$ cat src/rtl/pwd_pkg.sv
// Shared types and default limits for the pulse width decoder.
// Defaults derive from the one-shot generator's nominal pulse length so that pulse always decodes.
package pwd_pkg;

  typedef enum logic [1:0] {
    StIdle = 2'b00,
    StMeas = 2'b01,
    StLong = 2'b10
  } pwd_state_e;

  localparam int unsigned PulseLen = 4;  // nominal one-shot generator pulse, in cycles
  localparam int unsigned DefCntW  = 8;
  localparam int unsigned DefMinW  = PulseLen / 2;
  localparam int unsigned DefMaxW  = PulseLen * 4;

endpackage

$ cat src/rtl/pwd_edge_detect.sv
// Rise/fall detection on the measured line. Define PWD_INPUT_SYNC_EN to add a two-flop
// synchronizer ahead of the detector for inputs not synchronous to clk.
module pwd_edge_detect
  import pwd_pkg::*;
(
  input  logic clk,
  input  logic reset,
  input  logic pulse_in,
  output logic level,
  output logic rise,
  output logic fall
);

  logic prev_in;
  logic armed_q;
  logic arm_ok;

`ifdef PWD_INPUT_SYNC_EN
  logic [1:0] sync_q;
  logic [1:0] fill_q;

  always_ff @(posedge clk) begin
    if (reset) begin
      sync_q <= '0;
      fill_q <= '0;
    end else begin
      sync_q <= {sync_q[0], pulse_in};
      fill_q <= {fill_q[0], 1'b1};
    end
  end

  assign level  = sync_q[1];
  assign arm_ok = fill_q[1];  // synchronizer output is meaningless until both flops have loaded
`else
  assign level  = pulse_in;
  assign arm_ok = 1'b1;
`endif

  // A line already high at reset release is not a rise; wait for a low sample first.
  always_ff @(posedge clk) begin
    if (reset) begin
      prev_in <= 1'b0;
      armed_q <= ~pulse_in;
    end else begin
      prev_in <= level;
      if (!level && arm_ok) begin
        armed_q <= 1'b1;
      end
    end
  end

  assign rise = level & ~prev_in & armed_q;
  assign fall = ~level & prev_in;

endmodule

$ cat src/rtl/pulse_width_decoder.sv
// Measures the high time of each pulse on pulse_in and reports valid / err_short / err_long
// strobes. Define PWD_INPUT_SYNC_EN to synchronize pulse_in (strobes then arrive two cycles later).
module pulse_width_decoder
  import pwd_pkg::*;
#(
  parameter int unsigned CNT_W = DefCntW,
  parameter int unsigned MIN_W = DefMinW,
  parameter int unsigned MAX_W = DefMaxW
) (
  input  logic             clk,
  input  logic             reset,
  input  logic             pulse_in,
  output logic [CNT_W-1:0] width,
  output logic             valid,
  output logic             err_short,
  output logic             err_long,
  output logic             busy,
  output logic [CNT_W-1:0] pulse_count
);

  localparam logic [CNT_W-1:0] MinW  = CNT_W'(MIN_W);
  localparam logic [CNT_W-1:0] LastW = CNT_W'(MAX_W - 1);
  localparam logic [CNT_W-1:0] One   = CNT_W'(1);

  logic       level;
  logic       rise;
  logic       fall;
  pwd_state_e state_q;
  logic [CNT_W-1:0] cnt_q;

  pwd_edge_detect u_edge_detect (
    .clk      (clk),
    .reset    (reset),
    .pulse_in (pulse_in),
    .level    (level),
    .rise     (rise),
    .fall     (fall)
  );

  always_ff @(posedge clk) begin
    if (reset) begin
      state_q     <= StIdle;
      cnt_q       <= '0;
      width       <= '0;
      valid       <= 1'b0;
      err_short   <= 1'b0;
      err_long    <= 1'b0;
      busy        <= 1'b0;
      pulse_count <= '0;
    end else begin
      valid     <= 1'b0;
      err_short <= 1'b0;
      err_long  <= 1'b0;
      case (state_q)
        StIdle: begin
          if (rise) begin
            busy <= 1'b1;
            if (MAX_W == 1) begin
              state_q  <= StLong;
              err_long <= 1'b1;
            end else begin
              state_q <= StMeas;
              cnt_q   <= One;
            end
          end
        end
        StMeas: begin
          if (fall) begin
            width   <= cnt_q;
            state_q <= StIdle;
            busy    <= 1'b0;
            if (cnt_q >= MinW) begin
              valid       <= 1'b1;
              pulse_count <= pulse_count + One;
            end else begin
              err_short <= 1'b1;
            end
          end else if (cnt_q == LastW) begin
            // This high sample is the MAX_W-th; width keeps the last reported value.
            state_q  <= StLong;
            err_long <= 1'b1;
          end else begin
            cnt_q <= cnt_q + One;
          end
        end
        StLong: begin
          if (!level) begin
            state_q <= StIdle;
            busy    <= 1'b0;
          end
        end
        default: begin
          state_q <= StIdle;
          busy    <= 1'b0;
        end
      endcase
    end
  end

endmodule

$ cat config.mk
export PLATFORM = sky130hd
export DESIGN_NAME = pulse_width_decoder
export DESIGN_NICKNAME = d
export VERILOG_FILES = /design/src/rtl/pwd_pkg.sv /design/src/rtl/pwd_edge_detect.sv /design/src/rtl/pulse_width_decoder.sv
export SDC_FILE = /design/constraint.sdc
export NUM_CORES = 1
export LEC_CHECK = 0
export ABC_CLOCK_PERIOD_IN_PS = 4310
export CAP_MARGIN = 20
export CORE_ASPECT_RATIO = 1.5
export CORE_MARGIN = 4
export CORE_UTILIZATION = 45
export DETAILED_ROUTE_END_ITERATION = 8
export GPL_TIMING_DRIVEN = 0
export PLACE_DENSITY = 0.69
export RECOVER_POWER = 50
export REMOVE_ABC_BUFFERS = 1
export SYNTH_ARGS = -nofsm -noshare
export SYNTH_HDL_FRONTEND = slang
export SYNTH_SLANG_ARGS = --single-unit
$ cat constraint.sdc
create_clock -name clk -period 4.31 [get_ports clk]
set_input_delay 0.431 -clock clk [delete_from_list [all_inputs] [get_ports clk]]
set_output_delay 0.431 -clock clk [all_outputs]
set_load 0.01 [all_outputs]
# Word-level counts from Yosys, hierarchy flattened
# Index checks and enable logic that the tools add are counted.
# W data, S select, Z words.
word_totals:
  reg_bits: 32
  out_inout_bits: 20
  wordCells: 57
  inputBits: 3
classes:
  bitwise: 7
  order_cmp: 1
  n_eq_ne: 10
  n_addsub: 2
  n_reduce_logical: 9
  mux: 18
ops:
  columns: ["operator", "count"]
  rows:
  - ["$mux W8", 3]
  - ["$add A8 B1 Y8 const B", 2]
  - ["$pmux W8 S2", 1]
  - ["$ne A2 B2 Y1 const B", 6]
  - ["$reduce_and A3 Y1", 3]
  - ["$eq A8 B4 Y1 const B", 1]
  - ["$ge A8 B2 Y1 const B", 1]
  - ["$mux W1", 8]
  - ["$mux W2", 4]
  - ["$pmux W2 S3", 1]
  - ["$reduce_or A3 Y1", 2]
  - ["$not A1 Y1", 4]
  - ["$reduce_and A4 Y1", 1]
  - ["$and A1 B1 Y1", 3]
  - ["$ne A3 B3 Y1 const B", 1]
  - ["$pmux W1 S3", 1]
  - ["$eq A2 B1 Y1 const B", 1]
  - ["$eq A2 B2 Y1 const B", 1]
  - ["$logic_not A2 Y1", 1]
  - ["$reduce_and A2 Y1", 1]
  - ["$reduce_bool A2 Y1", 1]

# Longest topological paths before layout
# Gate-level depths: netlist of the first run.
depth:
  ltp_word: 5
  ltp_mapped: 6
  ltp_nobuf: 6

# Modules after synthesis
# From an unflattened synthesis of the first run, not the netlist that was laid out.
unflattened:
  hier_cells: 163
  hier_area_um2: 1500.2
modules_own_cells:
  columns: ["mod", "seq_area_each_um2", "cells_per_inst", "n_inst", "area_per_inst_um2"]
  rows:
  - ["pulse_width_decoder", 600.6, 155, 1, 1411.4]
  - ["pwd_edge_detect", 50.0, 8, 1, 88.8]

# Least setup slack after synthesis of the first run
# No wires, ideal clock.
synth_path:
  path_type: "register to register"
  from: "register cnt_q[0]"
  to: "register pulse_count[7]"
  path_buffers: 0
  synth_period_minus_slack_ns: 1.884
  t_arrival_ns: 1.763
  required_time_ns: 4.189
  setup_ns: 0.121
  stages_incl_launch_ff: 7
  setup_slack_ns: 2.426
  path_cell_list: "dfxtp_1 inv_1 ha_1 nor4_1 a21oi_1 nand3_1 mux2_2"
synth_between:
  elab_chain_cells: 2
synth_rtl:
  columns: ["element", "line", "source"]
  rows:
  - ["start, declared", "pulse_width_decoder.sv:29", "logic [CNT_W-1:0] cnt_q;"]
  - ["start signal, assigned", "pulse_width_decoder.sv:63", "cnt_q <= One;"]
  - ["start signal, assigned", "pulse_width_decoder.sv:83", "cnt_q <= cnt_q + One;"]
  - ["$ge A8 B2 Y1", "pulse_width_decoder.sv:72", "if (cnt_q >= MinW) begin"]
  - ["$reduce_and A3 Y1 (no line)", null, null]
  - ["end signal, assigned", "pulse_width_decoder.sv:74", "pulse_count <= pulse_count + One;"]
  - ["end, declared", "pulse_width_decoder.sv:18", "output logic [CNT_W-1:0] pulse_count"]
# Every way passes these cells.
# A chain may end at the register's enable or synchronous reset.

# Worst setup path after layout of the first run
layout_path:
  from: "input pulse_in"
  to: "register pulse_count[5]"
layout_between:
  elab_chain_cells: 3
layout_rtl:
  columns: ["element", "line", "source"]
  rows:
  - ["start, declared", "pulse_width_decoder.sv:12", "input logic pulse_in,"]
  - ["$not A1 Y1", "pwd_edge_detect.sv:53", "assign fall = ~level & prev_in;"]
  - ["$and A1 B1 Y1", "pwd_edge_detect.sv:53", null]
  - ["$reduce_and A3 Y1 (no line)", null, null]
# Every way passes these cells.

==> results of run 1 <==
-- area by class of cell --
| class | instances | area share [%] |
|---|---|---|
| multi-input cells | 115 | 39.6 |
| flip-flops and latches | 32 | 37.5 |
| inverters | 7 | 1.51 |
| clock inverters | 1 | 0.288 |
| repair buffers | 22 | 12.7 |
| well taps | 39 | 2.81 |
| clock buffers | 7 | 5.62 |
-- per-layer routing --
metal	up-vias	global-route usage, %	routed length (um)
met5	-	0	0
met4	0	8.44	72
met3	9	4.71	172
met2	35	24.8	1440
met1	552	16.9	1110
li1	612	-	-
-- tightest hold or removal path, stage by stage, from the launching register on --
cell	delay, ns
dfxtp_1	0.30
nand2_1	0.05
a21oi_1	0.05
-- flip-flops by register name (all words and copies together), names as in the netlist --
register	cells
busy	1
u_edge_detect.prev_in	1
cnt_q	8
valid	1
err_long	1
width	8
u_edge_detect.armed_q	1
err_short	1
pulse_count	8
state_q	2
-- cells by family (layout without fill, tap and decap cells) --
kind of cell	Yosys count	after routing	synth area share (%)
compound gates	37	37	17.4
xor+xnor	6	6	3.79
fa+ha+maj	3	3	2.71
buf+inv	12	37	3.34
flops	32	32	47.0
mux	1	1	0.813
simple gates	68	68	24.9
-- placed cells by master, fill, tap and decap left out, drive strengths merged, types with 2 or more instances in the layout --
cell type	count
a2111oi	2
a211oi	7
a21o	2
a21oi	16
clkbuf	7
dfxtp	31
dlygate4sd3	22
ha	3
inv	7
nand2	22
nand2b	2
nand3	7
nand4	2
nor2	14
nor2b	4
nor3	3
nor4	2
o21ai	4
o31ai	2
or3	3
or4	2
xnor2	6
-- power by group through the flow --
stage | logic (uW) | clock network [uW] | registers [uW]
4_1_cts | 43.6 | 264 | 313
3_5_place_dp | 43.4 | 0 | 320
2_1_floorplan | 26.0 | 0 | 319
5_1_grt | 47.6 | 274 | 315
3_3_place_gp | 42.9 | 0 | 320
6_report | 42.3 | 254 | 314
-- final timing paths --
kind / startpoint / end / slack [ns]
setup / recovery: pulse_in / pulse_count[5] / 1.79
hold / removal: width[2] / width[2] / 0.45
setup reg to reg: cnt_q[0] / pulse_count[7] / 1.98
hold reg to reg: width[2] / width[2] / 0.45
-- per-stage QoR --
step                      std cells  power, uW  utilization (%)  hold slack, ns  cell area (um2)
after floorplan                 154        345                -           0.455             1370
after global placement          215        363             55.5           0.443             1630
after detailed placement        215        363             55.5           0.447             1630
after CTS                       223        621             59.0           0.457             1740
after global routing            223        637             59.0           0.476             1740
final                           223        610             59.0           0.450             1740
==> results by stage, run 1 <==
Run status:
- The flow ran to the end, and the final reports show no timing, DRC or antenna violations.

Synth:
- The cell with the most instances after synthesis is dfxtp_1.
- Synthesis handed over a netlist of ~160 instances.
- The sequential share of the synthesized area is 47.0%.
- Yosys attributes the largest share of cell area to dfxtp_1, nand2_1, a21oi_1.
- dfxtp_1 takes more of the synthesized area than any other cell.
- Synthesis instantiated 38 different standard cells from the library.
- In this run, synthesis produced a sequential element count of 32.
- The synthesized area divided by synthesized cell count is 8.71 um2.
- The most used flip-flop cell after synthesis is dfxtp_1.
- The number of flops mapped to enable cells by yosys is 1.
- The count of warnings emitted by yosys is 0.
- By count the netlist is led by dfxtp_1, nand2_1, a21oi_1.
- The share of flip-flops with an asynchronous set or reset after synthesis is 0%.
- The mapped netlist covers 0.00139 mm2.
- Of the post-synthesis cell area, the dominant cell type holds 44.8%.

Critical path:
- The signal on the critical path passes through dlygate4sd3_1 > nand4bb_1 > a21o_1 > or4_1 > a21oi_1.
- The kind of start point of the critical path is an input port.
- The delay of the slowest cell on the worst path is 0.63 ns.
- The count of buffer and inverter cells on the critical path is 1.
- The worst setup path is captured at a flop.
- The critical path's slowest cell is nand4bb_1.
- The required time of the critical path is 4.51 ns.
- The critical path is of the in2reg type.
- The critical path crosses 5 cells after its start point.
- The data arrival time of the critical path is ~2.7 ns.
- The kind of cell with the highest combined delay along the critical path is simple AND/OR/NAND/NOR gates.
- The number of cells on the worst reg-to-reg path is 6.
- The peak fanout along the critical path is 14.

Pwr:
- The clock network accounts for about two fifths of the total power.
- In this run, the combinational gates consume 6.9% of the power.
- VDD sags by at most 0.000210 V.
- The switching share of power is 22.9%.
- The static power due to leakage is 0.000641 uW.
- The analysis attributes to net switching a power of approximately 140 uW.
- The share of total power in sequential cells is between 50 and 60%.
- The total power divided by cell area is 351 mW/mm2.
- The internal power of the cells totals 470 uW.

Floorplan:
- The floorplan step defined a core boundary enclosing just under 0.003 mm2.
- The placement row count is 24.
- The initial utilization of the core area, before any placement, comes to 47.1%.
- The area of the die is 0.00405 mm2.
- The die is 53.3 um wide.
- 23 I/O pins were placed.
- The die outline height is 75.9 um.

Clock tree:
- TritonCTS built the clock tree.
- CTS built an H-tree with a depth of 2.
- In this run, post-CTS hold repair placed 0 buffers.
- The clock network latency to the later pin of the worst-skew pair is between 0.2 and 0.3 ns.
- The clock tree buffer depth is 2.
- The number of post-CTS setup repair buffers is 0.
- The number of gates resized after CTS was 0.
- After clock tree synthesis, the clock-pin slew on the worst setup and hold paths is roughly 0.07 ns.
- TritonCTS created 5 clock buffers.
- Clock tree synthesis selected as its root buffer the cell clkbuf_8.
- The number of sinks handled by clock tree synthesis is 32.

Run:
- The number of violations of the max-capacitance limit is 0.

Global routing:
- The first global-routing pass estimated about 4.7 mm of wire.
- The total overflow left after global routing is 0.
- The number of global-route vias before repair came to 1081.
- The pin count of the biggest net entering global routing is 30.
- The initial antenna violation count was 0.
- The combined global-route utilization of all metal layers is 15.3%.

Detailed routing:
- For this block, the initial DRC count from the detailed router was 52.
- The post-detailed-route count of antenna-violating nets is 0.
- The count of vias placed by the detailed router is between 1000 and 1500.
- The detail-routed net length per standard cell is 12.5 um.
- After detailed routing, the number of remaining DRC violations is 0.
- Dividing the detail-routed via count by the number of cells gives 5.42.
- The number of optimization iterations in the first detailed-route pass is 5.
- The wire length after detailed routing is 2.79 mm.

Min path:
- The worst hold path was traced through 2 stages.
- The worst hold path class is reg2reg.

Layout:
- The number of antenna diodes in the final layout is 0.
- The register area is ~650 um2.
- Relative to the synthesized area, the layout overhead comes to 25.4%.
- The final-stage net count is 189.
- The number of filler cells placed in the layout is about 290.
- The layout cell share with drive strength beyond 1 is 5.43%.
- Summing all multi-input logic gate instances after layout gives roughly 690 um2.

STA:
- The post-route setup TNS is 0 ns.
- The final period demand of the worst path is 2.52 ns.
- The measured slew at the worst slew-check pin is 1.02 ns.
- Based on the critical path, the design can be clocked at up to 0.396 GHz.
- For the final database, setup skew stands at a little over 0.006 ns.
- The portion of the clock cycle consumed by the worst path in the final layout is about three fifths.
- The worst-case setup margin in the final layout is approximately 1.8 ns.
- The number of hold-slack violations in the final timing report is 0.
- Setup repair after global routing left no endpoint under its margin.
- The relative slew slack is 32.0%.
- The total count of max-transition violations in the final report is 0.
- Setup violations remaining at the end of the flow were counted as 0.

Placement:
- The global placer's final weighted congestion is roughly 0.8.
- Detailed placement ended at an HPWL of 2.00 mm.
- The number of buffer cells added on primary ports is 22.
- OpenSTA, run right after detailed placement, puts the worst setup slack at approximately 1.5 ns.
(Power assumes the default switching activity.)
==> run 2, diff against run 1 <==
--- a/config.mk
+++ b/config.mk
@@ -5,14 +5,14 @@
 export SDC_FILE = /design/constraint.sdc
 export NUM_CORES = 1
 export LEC_CHECK = 0
-export ABC_CLOCK_PERIOD_IN_PS = 4310
+export ABC_CLOCK_PERIOD_IN_PS = 2000
 export CAP_MARGIN = 20
 export CORE_ASPECT_RATIO = 1.5
 export CORE_MARGIN = 4
 export CORE_UTILIZATION = 45
 export DETAILED_ROUTE_END_ITERATION = 8
 export GPL_TIMING_DRIVEN = 0
-export PLACE_DENSITY = 0.69
+export PLACE_DENSITY = 0.72
 export RECOVER_POWER = 50
 export REMOVE_ABC_BUFFERS = 1
 export SYNTH_ARGS = -nofsm -noshare
==> constraint.sdc (replaced) <==
create_clock -name clk -period 2 [get_ports clk]
set_input_delay 0.2 -clock clk [delete_from_list [all_inputs] [get_ports clk]]
set_output_delay 0.2 -clock clk [all_outputs]
set_load 0.01 [all_outputs]
==> results by stage, run 2 (same netlist as run 1, synthesis figures left out) <==
Layout:
- 0 antenna diodes ended up in the layout.
- The area overhead of the layout relative to synthesis is 28.6%.
- The final cell count without fillers is around 220.
- The number of filler cells placed in the layout is 280.
- The library cell used most frequently in the layout, excluding fill and tap cells, is dfxtp_1.
- The library cells used most frequently in the layout, excluding fill and tap cells, are dfxtp_1, nand2_1, dlygate4sd3_1, a21oi_1, nor2_1.
- The largest registers in the layout are cnt_q (8), pulse_count (8), width (8).
- The layout cell share with drive strength beyond 1 is under 10%.
- The net count of the finished layout is 189.

Detailed routing:
- The count of vias placed by the detailed router is 1200.
- The wire length after detailed routing is 2.83 mm.
- The violation count after the first detailed-routing iteration is 24.
- In the routed design, unresolved DRC markers number 0.
- The number of optimization iterations in the first detailed-route pass is 4.
- The post-detailed-route count of antenna-violating nets is 0.
- After detailed routing, the average wire length per cell comes to 12.7 um.
- Dividing the detail-routed via count by the number of cells gives 5.38.

Critical path:
- For this design, the slowest cell found on the critical path is a211oi_2.
- The critical path class is reg2reg.
- The peak fanout along the critical path is 7.
- The data arrival time of the critical path is 2.01 ns.
- The delay of the slowest cell on the worst path is 0.47 ns.
- STA classifies the critical path startpoint as a flop.
- For the worst setup path, the data required time is 2.17 ns.
- Traced cell by cell, the critical path runs through ha_1 > and3_1 > a211oi_2 > a211oi_1 > a41o_1.
- The type of destination of the critical path is a flop.

STA:
- Setup repair after global routing left no endpoint under its margin.
- The final period demand of the worst path is 1.84 ns.
- The measured slew at the worst slew-check pin is 0.974 ns.
- The portion of the clock cycle consumed by the worst path in the final layout is between 90% and 100%.
- The final setup skew is between 0.006 and 0.007 ns.
- The highest clock rate is roughly 0.54 GHz.
- The total count of max-transition violations in the final report is 0.
- The number of hold-slack violations in the final timing report is 0.
- Measured against its own limit, the worst slew margin works out to 34.9%.
- The final number of setup-violating endpoints is 0.

Clock tree:
- CTS placed an instance of clkbuf_8 at the clock tree root.
- Clock-pin slew was measured on the worst setup and hold paths at 0.07 ns.
- After clock tree synthesis, the setup repair step added 0 buffers.
- The H-tree was split into 2 levels.
- The number of CTS-inserted buffers is 5.
- No sink is reached through more buffers than the 2 on the longest clock path.
- The number of gates resized after cts is 4.
- The number of sinks handled by clock tree synthesis is 32.
- TritonCTS built the clock tree.
- In this run, post-CTS hold repair placed 0 buffers.
- The later pin in the worst-skew pair is clocked with a latency of ~0.28 ns.

Run status:
- The flow ran to the end, and the final reports show no timing, DRC or antenna violations.

Placement:
- The global placer's final weighted congestion is 0.804.
- The detailed-placement wirelength estimate is about 2.1 mm.
- In this run the tool buffered the top-level ports with 22 buffer cells.
- After detailed placement, the design holds a cell count of 215.

Pwr:
- The total power is 1380 uW.
- For this design the ratio of total power to cell area is 774 mW/mm2.
- The analysis attributes to cell leakage a power of 0.000657 uW.
- IR analysis of the VDD net gives a maximum drop of around 0.0006 V.

Floorplan:
- Once the floorplan was initialized, standard cells occupied 47.1% of the core.
- The die width is 53.3 um.
- The die covers 0.00405 mm2.
- 23 I/O pins were placed.
- The placement row count is 24.
- The die outline height is 75.9 um.
- The placeable core region is 0.00294 mm2.

Min path:
- In this run the worst hold path is classified as reg2reg.

Global routing:
- The number of global-route vias before repair is 1133.
- The initial antenna violation count is 0.
- The combined global-route utilization of all metal layers is 15.8%.
- The aggregate global routing overflow is 0.
- The first global-routing pass estimated about 4.8 mm of wire.
- The pin count of the biggest net entering global routing is 30.

Run:
- The number of violations of the max-capacitance limit is 0.
==> run 2: cell types whose count changed in the layout (fill, tap and decap cells not counted), sizes merged <==
| cell | change |
|---|---|
| clkdlybuf4s50 | +1 |
| bufinv | +1 |
| clkbuf | -1 |
| dlygate4sd3 | -1 |
==> run 2: metal layers <==
metal | share of wire [%] | track usage, %
met2 | 52 | 26.8
met4 | 2.9 | 7.93
met1 | 39 | 16.4
met3 | 5.2 | 5.29
met5 | 0 | 0
==> run 2: worst paths after layout <==
path / depth (start not counted) / slack (ns) / endpoint / start
min reg2reg: 2 / 0.45 / width[6] / width[6]
max: 5 / 0.16 / cnt_q[2] / cnt_q[1]
max reg2reg: 5 / 0.16 / cnt_q[2] / cnt_q[1]
min: 2 / 0.45 / width[6] / width[6]
==> run 2: cell type report <==
class                   instances  area, um2  share of cell area [%]
multi-input cells             115        728                    40.9
flip-flops and latches         32        651                    36.5
repair buffers                 22        220                    12.4
clock buffers                   6       72.6                    4.07
well taps                      39       48.8                    2.74
clock inverters                 2       35.0                    1.97
inverters                       7       26.3                    1.47
==> run 2: critical path: cells and delay by family (launching register included) <==
family | cells | cell delay (ns)
and+or+nand+nor | 1 | 0.23
DFF | 1 | 0.39
adders and majority gates | 1 | 0.26
AOI/OAI and AO/OA | 3 | 0.85
==> run 2: where the power goes <==
part / total, uW / switching (uW) / internal, uW
Clock: 603 / 234 / 369
Combinational: 96.3 / 53.6 / 42.7
Sequential: 679 / 22.4 / 657
==> run 2: through the flow <==
step / TNS [ns] / setup slack [ns] / util, % / hold slack, ns / area, um2
floorplan: 0 / 0.0987 / - / 0.269 / 1370
global placement: -1.97 / -0.440 / 55.5 / 0.445 / 1630
detailed placement: -2.57 / -0.480 / 55.5 / 0.445 / 1630
CTS: 0 / 0.0501 / 60.2 / 0.455 / 1770
global route: 0 / 0.0167 / 60.5 / 0.471 / 1780
finish: 0 / 0.155 / 60.5 / 0.449 / 1780
==> run 3, diff against run 2 <==
--- a/config.mk
+++ b/config.mk
@@ -7,12 +7,14 @@
 export LEC_CHECK = 0
 export ABC_CLOCK_PERIOD_IN_PS = 2000
 export CAP_MARGIN = 20
+export CELL_PAD_IN_SITES_DETAIL_PLACEMENT = 1
+export CELL_PAD_IN_SITES_GLOBAL_PLACEMENT = 1
 export CORE_ASPECT_RATIO = 1.5
 export CORE_MARGIN = 4
-export CORE_UTILIZATION = 45
+export CORE_UTILIZATION = 35
 export DETAILED_ROUTE_END_ITERATION = 8
 export GPL_TIMING_DRIVEN = 0
-export PLACE_DENSITY = 0.72
+export PLACE_DENSITY_LB_ADDON = 0.1
 export RECOVER_POWER = 50
 export REMOVE_ABC_BUFFERS = 1
 export SYNTH_ARGS = -nofsm -noshare
==> constraint.sdc (replaced) <==
create_clock -name clk -period 2 [get_ports clk]
set_input_delay 0.2 -clock clk [delete_from_list [all_inputs] [get_ports clk]]
set_output_delay 0.2 -clock clk [all_outputs]
set_load 0.05 [all_outputs]
==> results by stage, run 3 (same netlist as run 1, synthesis figures left out) <==
Run status:
- The run finished with clean final reports.

Layout:
- The footprint of the multi-input gates is 731 um2.
- The most common library cell in the layout ignoring fill and taps is dfxtp_1.
- The final cell area excluding filler cells is around 0.0018 mm2.
- The area overhead of the layout relative to synthesis is 28.2%.
- The library cells used most frequently in the layout, excluding fill and tap cells, are dfxtp_1, nand2_1, a21oi_1, nor2_1, dlygate4sd3_1.
- The final-stage net count is 190.
- The register area is roughly 650 um2.
- The largest registers in the layout are cnt_q (8), pulse_count (8), width (8).
- Leaving out filler cells and counting taps, the final layout contains between 200 and 250.
- The number of antenna repair diodes is 0.
- The final core utilization is 47.3%.
- Counting the fill cells in the layout gives about 460.
- The layout cell share with drive strength beyond 1 is approximately 7.1%.

Clock tree:
- The number of CTS-inserted buffers is 5.
- After clock tree synthesis, the flow added hold-fix buffers numbering 0.
- The clock passes through at most 2 buffers.
- After clock tree synthesis, the clock-pin slew on the worst setup and hold paths is 0.06 ns.
- The number of sinks handled by clock tree synthesis is 32.
- For the worst-skew pair, the clock arrives at the later sink with an insertion delay of 0.28 ns.
- The clock tree from TritonCTS is yes.
- In this run the number of H-tree levels came out at 2.
- The clock root buffer master is clkbuf_8.

Placement:
- The congestion estimate from routability-driven global placement came to 0.776.
- In this run the cell area measured after placement is 0.00164 mm2.
- The number of buffer cells added on primary ports is 22.
- Detailed placement ended at an HPWL of 2.49 mm.
- The number of cells after detailed placement is 219.

STA:
- Setup repair after global routing left no endpoint under its margin.
- The final number of setup-violating endpoints is 0.
- Based on the critical path, the design can be clocked at up to 0.542 GHz.
- The total count of max-transition violations in the final report is 0.
- The number of hold-slack violations in the final timing report is 0.
- Measured against its own limit, the worst slew margin works out to 56.2%.
- The portion of the clock cycle consumed by the worst path in the final layout is slightly above 90%.
- The final period demand of the worst path is 1.84 ns.
- For the pin with the worst max-slew slack, the measured transition is 0.653 ns.
- For the final database, setup skew stands at 0.00257 ns.

Detailed routing:
- The first detailed-routing pass took 4 iterations.
- In this run the remaining antenna-violating nets after routing total 0.
- The count of vias placed by the detailed router is between 1000 and 1500.
- Dividing the detail-routed wire length by the instance count gives around 15 um.
- The detail-routed via count per cell is 5.42.
- The violation count after the first detailed-routing iteration is 15.
- Wires add up to 3.37 mm.
- In the routed design, unresolved DRC markers number 0.

Pwr:
- The worst-case vdd ir drop is slightly above 0.0005 V.
- For this design the ratio of total power to cell area is ~700 mW/mm2.
- Summed over all cells, the static leakage comes to 0.000625 uW.

Critical path:
- Data on the critical path is required at its endpoint by 2.17 ns.
- The worst setup path is launched from a flop.
- The critical path is of the reg2reg type.
- The peak fanout along the critical path is 7.
- The type of destination of the critical path is a flop.
- The data arrival time of the critical path is 2.02 ns.

Global routing:
- The first global-routing pass estimated 5.97 mm of wire.
- For this run the aggregate overflow at the end of global routing stands at 0.
- The number of global-route vias before repair is 1329.
- The pin count of the biggest net entering global routing is 30.
- The initial antenna violation count is 0.
- Global routing used 15.3% of the available tracks.

Floorplan:
- The die outline height is 85.0 um.
- The floorplan step defined a core boundary enclosing 0.00375 mm2.
- The die width is 59.4 um.
- The I/O pin count is 23.
- After floorplanning, the core was divided into 27 placement rows.
- The floorplan step defined a die boundary enclosing 0.00505 mm2.
- For this configuration, the core starts out at a cell density of ~37%.

Run:
- The number of violations of the max-capacitance limit is 0.

Min path:
- The path class of the tightest hold or removal check is reg2reg.
## run 3: changes by cell type in the layout (fill, tap and decap cells not counted), sizes merged
cell / previous run / this run
clkdlybuf4s50: 1 / 9
dlygate4sd3: 21 / 13
buf: 0 / 1
bufinv: 1 / 0
## run 3: where the power goes
part / internal (uW) / switching [uW]
Clock: 236 / 225
Sequential: 657 / 23.0
Combinational: 46.8 / 71.5
## run 3: worst max-delay path: stages, from the launching register on
cell and delay (ns):
dfxtp_1 0.38, ha_1 0.28, and3_1 0.24, a211oi_2 0.47, a211oi_1 0.15, a41o_1 0.22
## run 3: routing by layer
metal	routed length, um	vias to the layer above	global-route usage [%]	share of wire [%]
li1	-	614	-	-
met1	1300	586	15.2	39
met2	1860	21	27.8	55
met3	116	9	4.26	3.4
met4	96	0	7.63	2.8
met5	0	-	0	0
## run 3: path summary, 6_finish.rpt
check / slack, ns / to / startpoint / depth (start not counted)
worst max-delay path: 0.16 / cnt_q[2] / cnt_q[0] / 5
worst min-delay path: 0.45 / width[3] / width[3] / 2
worst max register to register: 0.16 / cnt_q[2] / cnt_q[0] / 5
worst min register to register: 0.45 / width[3] / width[3] / 2
## run 3: repair_timing
| item | CTS | global route |
|---|---|---|
| buffers inserted | 0 | 0 |
| resized for setup | 6 | 2 |
| setup endpoints to repair | 10 | 4 |
| pin swaps | 0 | 1 |
## run 3: through the flow
stage	worst slack (ns)	TNS, ns	hold WS [ns]	total power, uW
2_1_floorplan	0.0957	0	0.269	759
3_3_place_gp	-0.696	-2.95	0.444	799
3_5_place_dp	-0.661	-3.07	0.447	803
4_1_cts	0.109	0	0.456	1280
5_1_grt	0.0258	0	0.485	1330
6_report	0.156	0	0.451	1260
## run 3: cell type report
type	instances	share of cell area, %
clock buffer	6	4.09
multi-input combinational	115	41.2
inverter	7	1.48
timing repair buffer	23	13.2
tap	43	3.03
sequential	32	36.7
clock inverter	1	0.282
